## config.mk

```make
export PLATFORM = sky130hd
export DESIGN_NAME = morse_decoder
export DESIGN_NICKNAME = d
export VERILOG_FILES = /design/src/rtl/morse_pkg.sv /design/src/rtl/morse_bit_timer.sv /design/src/rtl/morse_decoder.sv
export SDC_FILE = /design/constraint.sdc
export NUM_CORES = 1
export LEC_CHECK = 0
export BUFFER_PORTS_ARGS = -buffer_cell sky130_fd_sc_hd__buf_4
export CAP_MARGIN = 20
export CORE_MARGIN = 4
export CORE_UTILIZATION = 48
export CTS_CLUSTER_SIZE = 20
export DETAILED_ROUTE_END_ITERATION = 8
export PLACE_DENSITY_LB_ADDON = 0.2
export SLEW_MARGIN = 10
export SYNTH_ARGS = -nofsm -noshare
export SYNTH_HDL_FRONTEND = slang
export SYNTH_SLANG_ARGS = --single-unit
```

## constraint.sdc

```tcl
create_clock -name ClockIn -period 2 [get_ports ClockIn]
set_input_delay 0.1 -clock ClockIn [delete_from_list [all_inputs] [get_ports ClockIn]]
set_output_delay 0.1 -clock ClockIn [all_outputs]
set_load 0.1 [all_outputs]
```

## src/rtl/morse_pkg.sv

```systemverilog
// morse_pkg: shared Morse pattern types, FSM states and the A-H letter table
package morse_pkg;
  localparam int MORSE_BITS = 12;
  typedef logic [MORSE_BITS-1:0] morse_pat_t;
  typedef logic [2:0] letter_t;
  typedef enum logic [1:0] {IDLE, SYNC, SAMPLE, DECODE} dec_state_t;
  localparam morse_pat_t MORSE_TABLE [8] = '{
    12'b101110000000, 12'b111010101000, 12'b111010111010, 12'b111010100000,
    12'b100000000000, 12'b101011101000, 12'b111011101000, 12'b101010100000
  };
endpackage

```

## src/rtl/morse_bit_timer.sv

```systemverilog
// morse_bit_timer: loadable down-counter, tick while the count is zero
module morse_bit_timer #(
  parameter int W = 2
) (
  input  logic         clk,
  input  logic         rst,
  input  logic         load,
  input  logic [W-1:0] load_val,
  output logic         tick
);
  logic [W-1:0] cnt;
  always_ff @(posedge clk)
    if (rst) cnt <= '0;
    else if (load) cnt <= load_val;
    else if (cnt != '0) cnt <= cnt - 1'b1;
  assign tick = cnt == '0;
endmodule

```

## src/rtl/morse_decoder.sv

```systemverilog
// morse_decoder: mid-bit sampling Morse receiver for letters A-H.
// Define MORSE_DEC_EARLY_END_EN to end a letter after three consecutive 0 samples.
module morse_decoder
  import morse_pkg::*;
#(
  parameter int CLOCK_FREQUENCY = 500
) (
  input  logic    ClockIn,
  input  logic    Reset,
  input  logic    DotDashIn,
  output letter_t LetterOut,
  output logic    ValidOut,
  output logic    ErrorOut,
  output logic    BusyOut
);
  localparam int P = CLOCK_FREQUENCY / 2;
  localparam int H = P / 2;
  localparam int TW = $clog2(P);
  dec_state_t state, state_n;
  logic prev, rise, tick, load, last, early, match;
  logic [TW-1:0] load_val;
  logic [3:0] bit_cnt;
  morse_pat_t shreg, shifted;
  letter_t code;
  morse_bit_timer #(.W(TW)) u_timer (
    .clk(ClockIn), .rst(Reset), .load(load), .load_val(load_val), .tick(tick)
  );
  assign rise = DotDashIn & ~prev;
  assign shifted = {shreg[MORSE_BITS-2:0], DotDashIn};
`ifdef MORSE_DEC_EARLY_END_EN
  // the leading bit is always 1, so two stored zeros plus this one is a real gap
  assign early = ~DotDashIn & ~shreg[1] & ~shreg[0];
`else
  assign early = 1'b0;
`endif
  assign last = bit_cnt == 4'd11 || early;
  assign BusyOut = state != IDLE;
  always_comb begin
    state_n = state;
    load = 1'b0;
    load_val = TW'(P - 1);
    case (state)
      IDLE: if (rise) begin
        state_n = SYNC;
        load = 1'b1;
        load_val = TW'(H - 1);
      end
      SYNC: if (tick) begin
        state_n = DotDashIn ? SAMPLE : IDLE;
        load = 1'b1;
      end
      SAMPLE: if (tick) begin
        state_n = last ? DECODE : SAMPLE;
        load = 1'b1;
      end
      DECODE: state_n = IDLE;
    endcase
  end
  always_comb begin
    match = 1'b0;
    code = '0;
    for (int i = 0; i < 8; i++)
      if (shreg == MORSE_TABLE[i]) begin
        match = 1'b1;
        code = letter_t'(i);
      end
  end
  always_ff @(posedge ClockIn)
    if (Reset) state <= IDLE;
    else state <= state_n;
  always_ff @(posedge ClockIn)
    if (Reset) begin
      prev <= 1'b0;
      shreg <= '0;
      bit_cnt <= '0;
      LetterOut <= '0;
      ValidOut <= 1'b0;
      ErrorOut <= 1'b0;
    end else begin
      prev <= DotDashIn;
      ValidOut <= state == DECODE && match;
      ErrorOut <= state == DECODE && !match;
      if (state == DECODE && match) LetterOut <= code;
      if (state == SYNC && tick) begin
        shreg <= MORSE_BITS'(DotDashIn);
        bit_cnt <= 4'd1;
      end else if (state == SAMPLE && tick) begin
        shreg <= early ? shifted << (4'd11 - bit_cnt) : shifted;
        bit_cnt <= bit_cnt + 4'd1;
      end
    end
endmodule
```

* Yosys cells after proc, flatten, opt, wreduce, memory -nomap -nowiden
Index checks and enable logic that the tools add are counted.
** Storage, ports and cells
- Latch bits :: 0
- Memories kept :: 0
- Bits of input ports :: 3
- Word-level logic and storage cells :: 75
- Register bits :: 32
- ROM bits :: 0
- Bits in writable memories :: 0
- Output and inout bits :: 6
** Cells by class
- Add/sub/neg operators :: 2
- Div/mod/pow operators :: 0
- Multipliers :: 0
- Reductions and logical operators :: 14
- Order comparisons :: 0
- Eq/ne operators :: 15
- Bitwise operators :: 2
- Mux-type cells :: 32
- Shift operators :: 0
** Operator list (count)
- 12-bit equality test, second input constant :: 8
- 8-bit two-way mux :: 4
- 3-bit two-way mux :: 6
- 1-bit two-way mux :: 16
- 8-bit logical NOT :: 1
- 2-bit two-way mux :: 4
- 2-bit case mux with 4 select lines :: 1
- 8-bit nonzero test :: 1
- 8-bit by 1-bit subtractor with 8-bit output, second input constant :: 1
- 2-bit != test, second input constant :: 3
- 2-bit nonzero test :: 3
- 4-bit by 1-bit adder with 4-bit output, second input constant :: 1
- 2-bit equality test, second input constant :: 2
- 4-bit equality test, second input constant :: 1
- 1-bit logical AND :: 4
- 2-bit OR reduction :: 2
- 3-bit AND reduction :: 1
- 2-bit by 1-bit equality test with 1-bit output, second input constant :: 1
- 2-bit logical NOT :: 1
- 1-bit case mux with 2 select lines :: 1
- 1-bit bitwise AND :: 1
- 1-bit logical NOT :: 1
- 1-bit NOT :: 1

* Logic depth before layout (Yosys ltp)
Gate-level depths: netlist of the first run.
- Word-level depth :: 11
- Mapped depth :: 9
- Mapped depth without buffers :: 7

* By module
From an unflattened synthesis of the first run, not the netlist that was laid out.
** Unflattened totals
- Cell total of the unflattened synthesis :: 202
- Area, all modules :: 1669.1 um^2
** By module, submodules not included
- morse_decoder :: times used 1, cells an instance 149, area each 1193.6 um^2, sequential area each 480.5 um^2
- morse_bit_timer :: times used 1, cells an instance 53, area each 475.5 um^2, sequential area each 160.2 um^2

* Worst setup path after synthesis of the first run
No wires, ideal clock.
- Path kind :: register to register
- Start :: register shreg[0]
- End :: register LetterOut[0]
- Cell stages (with the launch flop) :: 6
- Path slack :: -0.039 ns
- Arrival :: 1.915 ns
- Period minus slack after synthesis :: 2.039 ns
- Cells stage by stage :: dfxtp_1 or4_4 or3_1 a22o_1 a31o_1 mux2_1
** On the way
- Longest elaborated chain between the ends :: 10
- Elaborated cells on any way between the ends :: 24
- Classes of those cells :: eq/ne (8); mux (15); reduce/logical (1)
** Ends and longest elaborated chain
- start: declaration :: line morse_decoder.sv:23 : morse_pat_t shreg, shifted;
- start signal: assignment :: line morse_decoder.sv:85 : shreg <= MORSE_BITS'(DotDashIn);
- start signal: assignment :: line morse_decoder.sv:88 : shreg <= early ? shifted << (4'd11 - bit_cnt) : shifted;
- 12-bit equality test :: line morse_decoder.sv:63 : if (shreg == MORSE_TABLE[i]) begin
- 1-bit two-way mux (8 in a row) :: line morse_decoder.sv:63
- 1-bit logical AND :: line morse_decoder.sv:83 : if (state == DECODE && match) LetterOut <= code;
- end signal: assignment :: line morse_decoder.sv:83
- end: declaration :: line morse_decoder.sv:11 : output letter_t LetterOut,
Several ways; a longest one is shown, not always the timed one.
A chain may end at the register's enable or synchronous reset.

* Worst setup path in the final report of the first run
Ends and elaborated chain as after synthesis.

==> results of run 1 <==
## flip-flops by register name, indices dropped and copies added, names as in the netlist, named ones only
| name | flops |
|---|---|
| prev | 1 |
| u_timer.cnt | 8 |
| LetterOut | 3 |
| shreg | 12 |
| ErrorOut | 1 |
| bit_cnt | 4 |
| ValidOut | 1 |
| state | 1 |
## per-layer routing
metal | track usage (%) | share of wire (%) | up-vias
li1 | - | - | 704
met1 | 20.6 | 43 | 659
met2 | 32.2 | 52 | 28
met3 | 4.44 | 3.4 | 13
met4 | 8.03 | 2.2 | 0
met5 | 0 | 0 | -
## final timing paths
path / depth (start not counted) / end / slack [ns] / from
hold reg to reg: 2 / LetterOut[1] / 0.47 / LetterOut[1]
hold / removal: 3 / prev / 0.04 / DotDashIn
setup reg to reg: 5 / LetterOut[0] / -0.08 / shreg[0]
setup / recovery: 5 / LetterOut[0] / -0.08 / shreg[0]
## stage by stage
stage	TNS (ns)	utilization, %	power, uW	cell area (sq um)
floorplan	-0.0388	-	1370	1580
global placement	-0.0348	56.7	1530	1760
detailed placement	-0.139	56.7	1560	1760
CTS	-0.0732	60.6	2120	1880
global route	-0.206	61.3	2270	1900
finish	-0.0821	61.3	2110	1900
## cell type report
cell class                      count  area (sq um)  area share, %
Inverter                           12          45.0           2.37
Clock buffer                        7          65.1           3.42
Tap cell                           44          55.1           2.90
Multi-Input combinational cell    136           891           46.9
Timing Repair Buffer               23           173           9.08
Sequential cell                    32           642           33.8
Clock inverter                      1          30.0           1.58
## worst reg2reg max path: stages (launching register included)
cell and delay (ns):
dfxtp_2 0.33, or4_4 0.53, or3_4 0.35, a22o_1 0.22
a31o_4 0.26, mux2_4 0.29
## cells in the final DEF, fill, tap and decap left out, types with 2 or more instances in the layout
cell | Yosys | routed
a31oi_1 | 3 | 3
ha_1 | 7 | 7
nand3_1 | 8 | 8
xnor2_1 | 4 | 4
mux2i_1 | 11 | 11
clkbuf_8 | 0 | 2
nor3_1 | 9 | 9
o21ai_0 | 5 | 5
nor2_1 | 28 | 28
nand2_1 | 16 | 16
clkbuf_4 | 0 | 5
buf_4 | 0 | 23
nand3b_1 | 3 | 3
inv_1 | 12 | 12
or3_1 | 5 | 4
dfxtp_1 | 32 | 31
a21oi_1 | 11 | 11
## cells by family (layout without fill, tap and decap cells)
kind of cell             Yosys count  after routing  synth area share (%)
AND/OR/NAND/NOR                   79             79                  24.5
AO/OA/AOI/OAI                     32             32                  13.3
flip-flops                        32             32                  40.6
buffers and inverters             18             43                  4.84
multiplexers                      13             13                  8.41
adder cells (fa/ha/maj)            7              7                  5.55
XOR/XNOR                           5              5                  2.78
## power breakdown
group | leakage (uW) | switching [uW] | internal, uW | total, uW
registers | 0.000261 | 90.0 | 728 | 818
logic | 0.000540 | 434 | 307 | 741
clock network | 0.0000515 | 222 | 332 | 554
## what timing repair did
item / in CTS / in global routing
pin swaps: 2 / 1
setup endpoints to repair: 2 / 15
cloned: 0 / 0
setup buffers: 2 / 0
hold buffers: 0 / 0
gates resized for setup: 4 / 3
==> summary.txt, run 1 <==
Run status
  – Status: complete, but fails checks
  – Violated checks: negative setup slack

Floorplan
  – Core Box Area: around 3100 sq um
  – Die area: between 4000 and 5000 sq um
  – Die W: between 60 and 70 um
  – Top Ports: 9
  – Initial Utilization: 50.8%
  – # rows: 20
  – Die height: approximately 65 um

Setup path
  – CP top delay family: simple AND/OR/NAND/NOR gates
  – WP data arrival: between 2 and 2.5 ns
  – Crit end category: flip-flop
  – Crit Path Category: flip-flop to flip-flop
  – Buf/Inv on CP: 0
  – CP max stage delay: ~0.53 ns
  – CP required: approximately 2.2 ns
  – Startpoint Class: flip-flop
  – CP max stage cell: or4_4
  – Max FO, Critical Path: 4
  – Crit-path cells: or4_4, or3_4, a22o_1, a31o_4, mux2_4

Global routing
  – First-pass GRT wire length: 6120 um
  – GRT Util Overall: between 15 and 20%
  – Largest net degree at the start of global routing: 19
  – Gr ovfl total: 0
  – Antenna violations before repair: 0
  – Number of global-route vias before repair: 1399

Timing
  – Worst hold margin: 0.0358 ns
  – Setup Viol. Count Final: 1
  – Setup ws final: -0.0821 ns
  – Final period util: 104%
  – RSZ-0062 raised after global routing: true
  – Worst rel slew slack: slightly below 60%
  – Final hold vios: 0
  – Max Fclk: 0.480 GHz
  – Slew @ Worst Pin: around 0.60 ns
  – Period minus WS final: about 2.1 ns
  – Final slew viol count: 0
  – Worst clock skew: 0.0137 ns

Drt
  – Via/cell ratio: 5.51
  – DRT iter0 DRCs: 67
  – Post-detailed-route wirelength per cell: roughly 13 um
  – Vias: 1404
  – DRC viols: 0
  – Post-DRT Antenna Nets: 0
  – First drt pass iteration count: 4
  – Final WL: between 3000 and 4000 um

Clocking
  – Clock sink count: 32
  – CTS buffer count: 5
  – H-Tree Level Count: 2
  – Root Driver: clkbuf_4
  – Worst skew pair latency: between 0.3 and 0.4 ns
  – Clock slew at reported path FFs: about 0.10 ns
  – CTS Buffer Depth: 2
  – CTS tree: yes

Power
  – Cell Pwr Density: between 1000 and 1500 nW/um^2
  – Leakage: 0.000852 uW
  – Worst IR Drop VDD: 493 uV

Min path
  – HP Class: input pin to flip-flop

Final layout
  – Ant. Diodes: 0
  – Layout area overhead: 20.5%
  – Fillers: just under 300
  – Share of cells above drive strength 1: a little under a fifth
  – Non-filler cells, final: approximately 260
  – Nets@finish: 220

Synth
  – Ranking of synthesized cells by area: dfxtp_1, mux2i_1, nor2_1
  – Syn Inst Count: approximately 190
  – Most used DFF post-synth: dfxtp_1
  – Sequential element share of the synthesized area: slightly above 40%
  – Post-synthesis cell area: between 1500 and 2000 sq um
  – #FFs+latches synth: 32
  – Commonest cells post-synth: dfxtp_1, nor2_1, nand2_1
  – Net Count, Synth: 196
  – EDFF count, synth: 0
  – Synth top area share: roughly 40%
  – YS warnings: 0
  – Post-synth ARST share: 0%
  – Synth area leader: dfxtp_1
  – Count leader, synth: dfxtp_1
  – Synthesized area per cell: 8.48 sq um
  – Distinct cells, synth: 42

Placed design
  – IO buf count: 8
  – DP Wirelength: around 2400 um
  – Post-placement cell count: between 200 and 250
  – Setup slack at placement: -0.119 ns
  – Global placer's final weighted congestion: 0.853

Job
  – Max-Cap Viols: 0
Note: power is estimated with default switching activity, not from simulation.
==> run 2, diff against run 1 <==
--- a/config.mk
+++ b/config.mk
@@ -7,7 +7,6 @@
 export LEC_CHECK = 0
 export BUFFER_PORTS_ARGS = -buffer_cell sky130_fd_sc_hd__buf_4
 export CAP_MARGIN = 20
-export CORE_MARGIN = 4
 export CORE_UTILIZATION = 48
 export CTS_CLUSTER_SIZE = 20
 export DETAILED_ROUTE_END_ITERATION = 8
==> run 2 against run 1 <==
The flow still finishes with violations (negative setup slack). Cell count is 0.39% higher. Worst hold slack got worse by 0.0085 ns. Via count decreased by 0.21%. Global-route usage up 3.9 points. Final area fell by 1.3%.
==> summary.txt, run 2 (synthesized netlist as in run 1, its figures left out) <==
Drt
  – DRT iter0 DRCs: 113 (+69%)
  – Post-detailed-route wirelength per cell: 13.4 um (+1.7%)
  – Max layer used: met4
  – DRC viols: 0 (unchanged)
  – First drt pass iteration count: 4 (unchanged)
  – Vias: 1401 (-0.21%)
  – M1 WL: 1510 um (+4.9%)
  – Final WL: 3430 um (+2.1%)
  – DR WL met3: 108 um (-4.4%)
  – Via/cell ratio: 5.47 (-0.60%)
  – Length of routed met2 wiring: 1740 um (+0.58%)
  – Post-DRT Antenna Nets: 0 (unchanged)

Final layout
  – Fin area: 1880 sq um (-1.3%)
  – Largest registers: shreg: 12 flops, u_timer.cnt: 8 flops, bit_cnt: 4 flops
  – Final Util: 61.0% (-0.27 points)
  – Fillers: 294 (+1.4%)
  – Layout area overhead: 19.0%
  – Most frequent cells in the layout: dfxtp_1, nor2_1, buf_4
  – Nets@finish: 222 (+0.91%)
  – Max reg flops: 12 (unchanged)
  – Ant. Diodes: 0 (unchanged)
  – Most common cell after layout, fill and taps aside: dfxtp_1
  – Top reg by flops: shreg
  – Share of cells above drive strength 1: 19.3% (+0.38 points)

Timing
  – Period minus WS final: 2.07 ns (-0.0103 ns)
  – Final hold vios: 0 (unchanged)
  – Max Fclk: 0.483 GHz (+0.50%)
  – Final slew viol count: 0 (unchanged)
  – RSZ-0062 raised after global routing: true
  – Setup ws final: -0.0718 ns (+0.0103 ns)
  – Slew @ Worst Pin: 0.391 ns (-0.213 ns)
  – Final period util: 104% (-0.52 points)
  – Worst rel slew slack: 73.7% (+14 points)
  – Setup Viol. Count Final: 2 (+1)
  – Worst hold margin: 0.0273 ns (-0.00854 ns)
  – Worst clock skew: 0.0140 ns (+0.000341 ns)

Clocking
  – CTS tree: yes
  – Clock slew at reported path FFs: 0.10 ns (about the same)
  – CTS Buffer Depth: 2 (unchanged)
  – H-Tree Level Count: 2 (unchanged)
  – Clock sink count: 32 (unchanged)
  – CTS buffer count: 5 (unchanged)
  – Root Driver: clkbuf_4
  – Worst skew pair latency: 0.32 ns (about the same)

Min path
  – WHS Path Cells: 3 (unchanged)
  – HP Class: input pin to flip-flop
  – Hold_sp: DotDashIn
  – Hold Path Sink: prev

Setup path
  – Crit Path Category: flip-flop to flip-flop
  – Crit end category: flip-flop
  – CP required: 2.21 ns (-0.02 ns)
  – R2R Path Start: shreg[1]
  – Max FO, Critical Path: 4 (unchanged)
  – Worst Reg-to-Reg Cells: 5 (unchanged)
  – Reg2reg setup slack: -0.07 ns (about the same)
  – WP data arrival: 2.28 ns (-0.03 ns)
  – Critical R2R Capture: LetterOut[0]
  – Startpoint Class: flip-flop

Floorplan
  – # rows: 20 (unchanged)
  – Core Box Area: 3080 sq um (-0.81%)
  – Initial Utilization: 51.3% (+0.41 points)
  – Die area: 3520 sq um (-18%)
  – Die W: 59.3 um (-9.2%)
  – Die height: 59.3 um (-9.2%)
  – Top Ports: 9 (unchanged)

Placed design
  – Global placer's final weighted congestion: 0.863 (+1.1%)
  – DP Wirelength: 2400 um (-0.73%)
  – Setup slack at placement: -0.0817 ns (+0.0373 ns)
  – IO buf count: 8 (unchanged)
  – Placed cell area: 1770 sq um (+0.71%)

Power
  – Worst IR Drop VDD: 502 uV (+1.7%)
  – Cell Pwr Density: 1020 nW/um^2 (-8.2%)
  – Leakage: 0.000841 uW (-1.2%)

Run status
  – Status: complete, but fails checks
  – Violated checks: negative setup slack

Global routing
  – First-pass GRT wire length: 5880 um (-4.0%)
  – Number of global-route vias before repair: 1347 (-3.7%)
  – GRT Util Overall: 22.1% (+3.9 points)
  – Largest net degree at the start of global routing: 19 (unchanged)
  – Gr ovfl total: 0 (unchanged)
  – Antenna violations before repair: 0 (unchanged)

Job
  – Max-Cap Viols: 0 (unchanged)
## run 2: cell types whose count changed in the layout (fill, tap and decap cells not counted), sizes merged
cell,change
bufinv,-1
clkinv,+1
buf,+2
clkbuf,-1
## run 2: area by class of cell
cell class / count / area, sq um / share of cell area (%)
repair buffers: 25 / 200 / 10.7
flip-flops and latches: 32 / 643 / 34.3
clock buffers: 6 / 41.3 / 2.20
clock inverters: 1 / 5.00 / 0.267
inverters: 12 / 45.0 / 2.40
well taps: 44 / 55.1 / 2.93
multi-input cells: 136 / 887 / 47.3
## run 2: per-stage QoR
step / cells / TNS (ns) / power (uW)
after global routing: 256 / -0.135 / 2060
after detailed placement: 245 / -0.0817 / 1590
after global placement: 245 / -0.0452 / 1570
final: 256 / -0.0841 / 1920
after floorplan: 186 / -0.0388 / 1370
after CTS: 255 / -0.0477 / 1930
## run 2: repair_timing
| action | 4_1_cts | 5_1_grt |
|---|---|---|
| setup buffers | 3 | 1 |
| endpoints found under the setup margin | 1 | 5 |
| gates resized for setup | 4 | 4 |
| pin swaps | 2 | 4 |
| hold buffers | 0 | 0 |
## run 2: where the power goes
group          switching, uW  internal, uW
combinational            435           327
sequential              88.3           728
clock                    209           129
## run 2: per-layer routing
layer / vias to the layer above / GRT usage (%)
met2: 27 / 38.5
met3: 7 / 4.80
met4: 0 / 8.50
met1: 660 / 26.4
met5: - / 0
li1: 707 / -
## run 2: critical path, stage by stage, from the launching register on
cell,delay [ns]
dfxtp_2,0.34
or4_4,0.51
or3_4,0.34
a22o_1,0.23
a31o_4,0.24
mux2_4,0.30
## run 2: how the worst max path moves through the flow
stage	cells past startpoint	start	slack (ns)	endpoint
6_report	5	shreg[1]	-0.07	LetterOut[0]
5_1_grt	5	shreg[1]	-0.09	LetterOut[0]
4_1_cts	6	shreg[0]	-0.05	LetterOut[0]
3_5_place_dp	5	shreg[0]	-0.08	LetterOut[0]
3_3_place_gp	5	shreg[1]	-0.05	LetterOut[0]
2_1_floorplan	5	shreg[0]	-0.04	LetterOut[0]
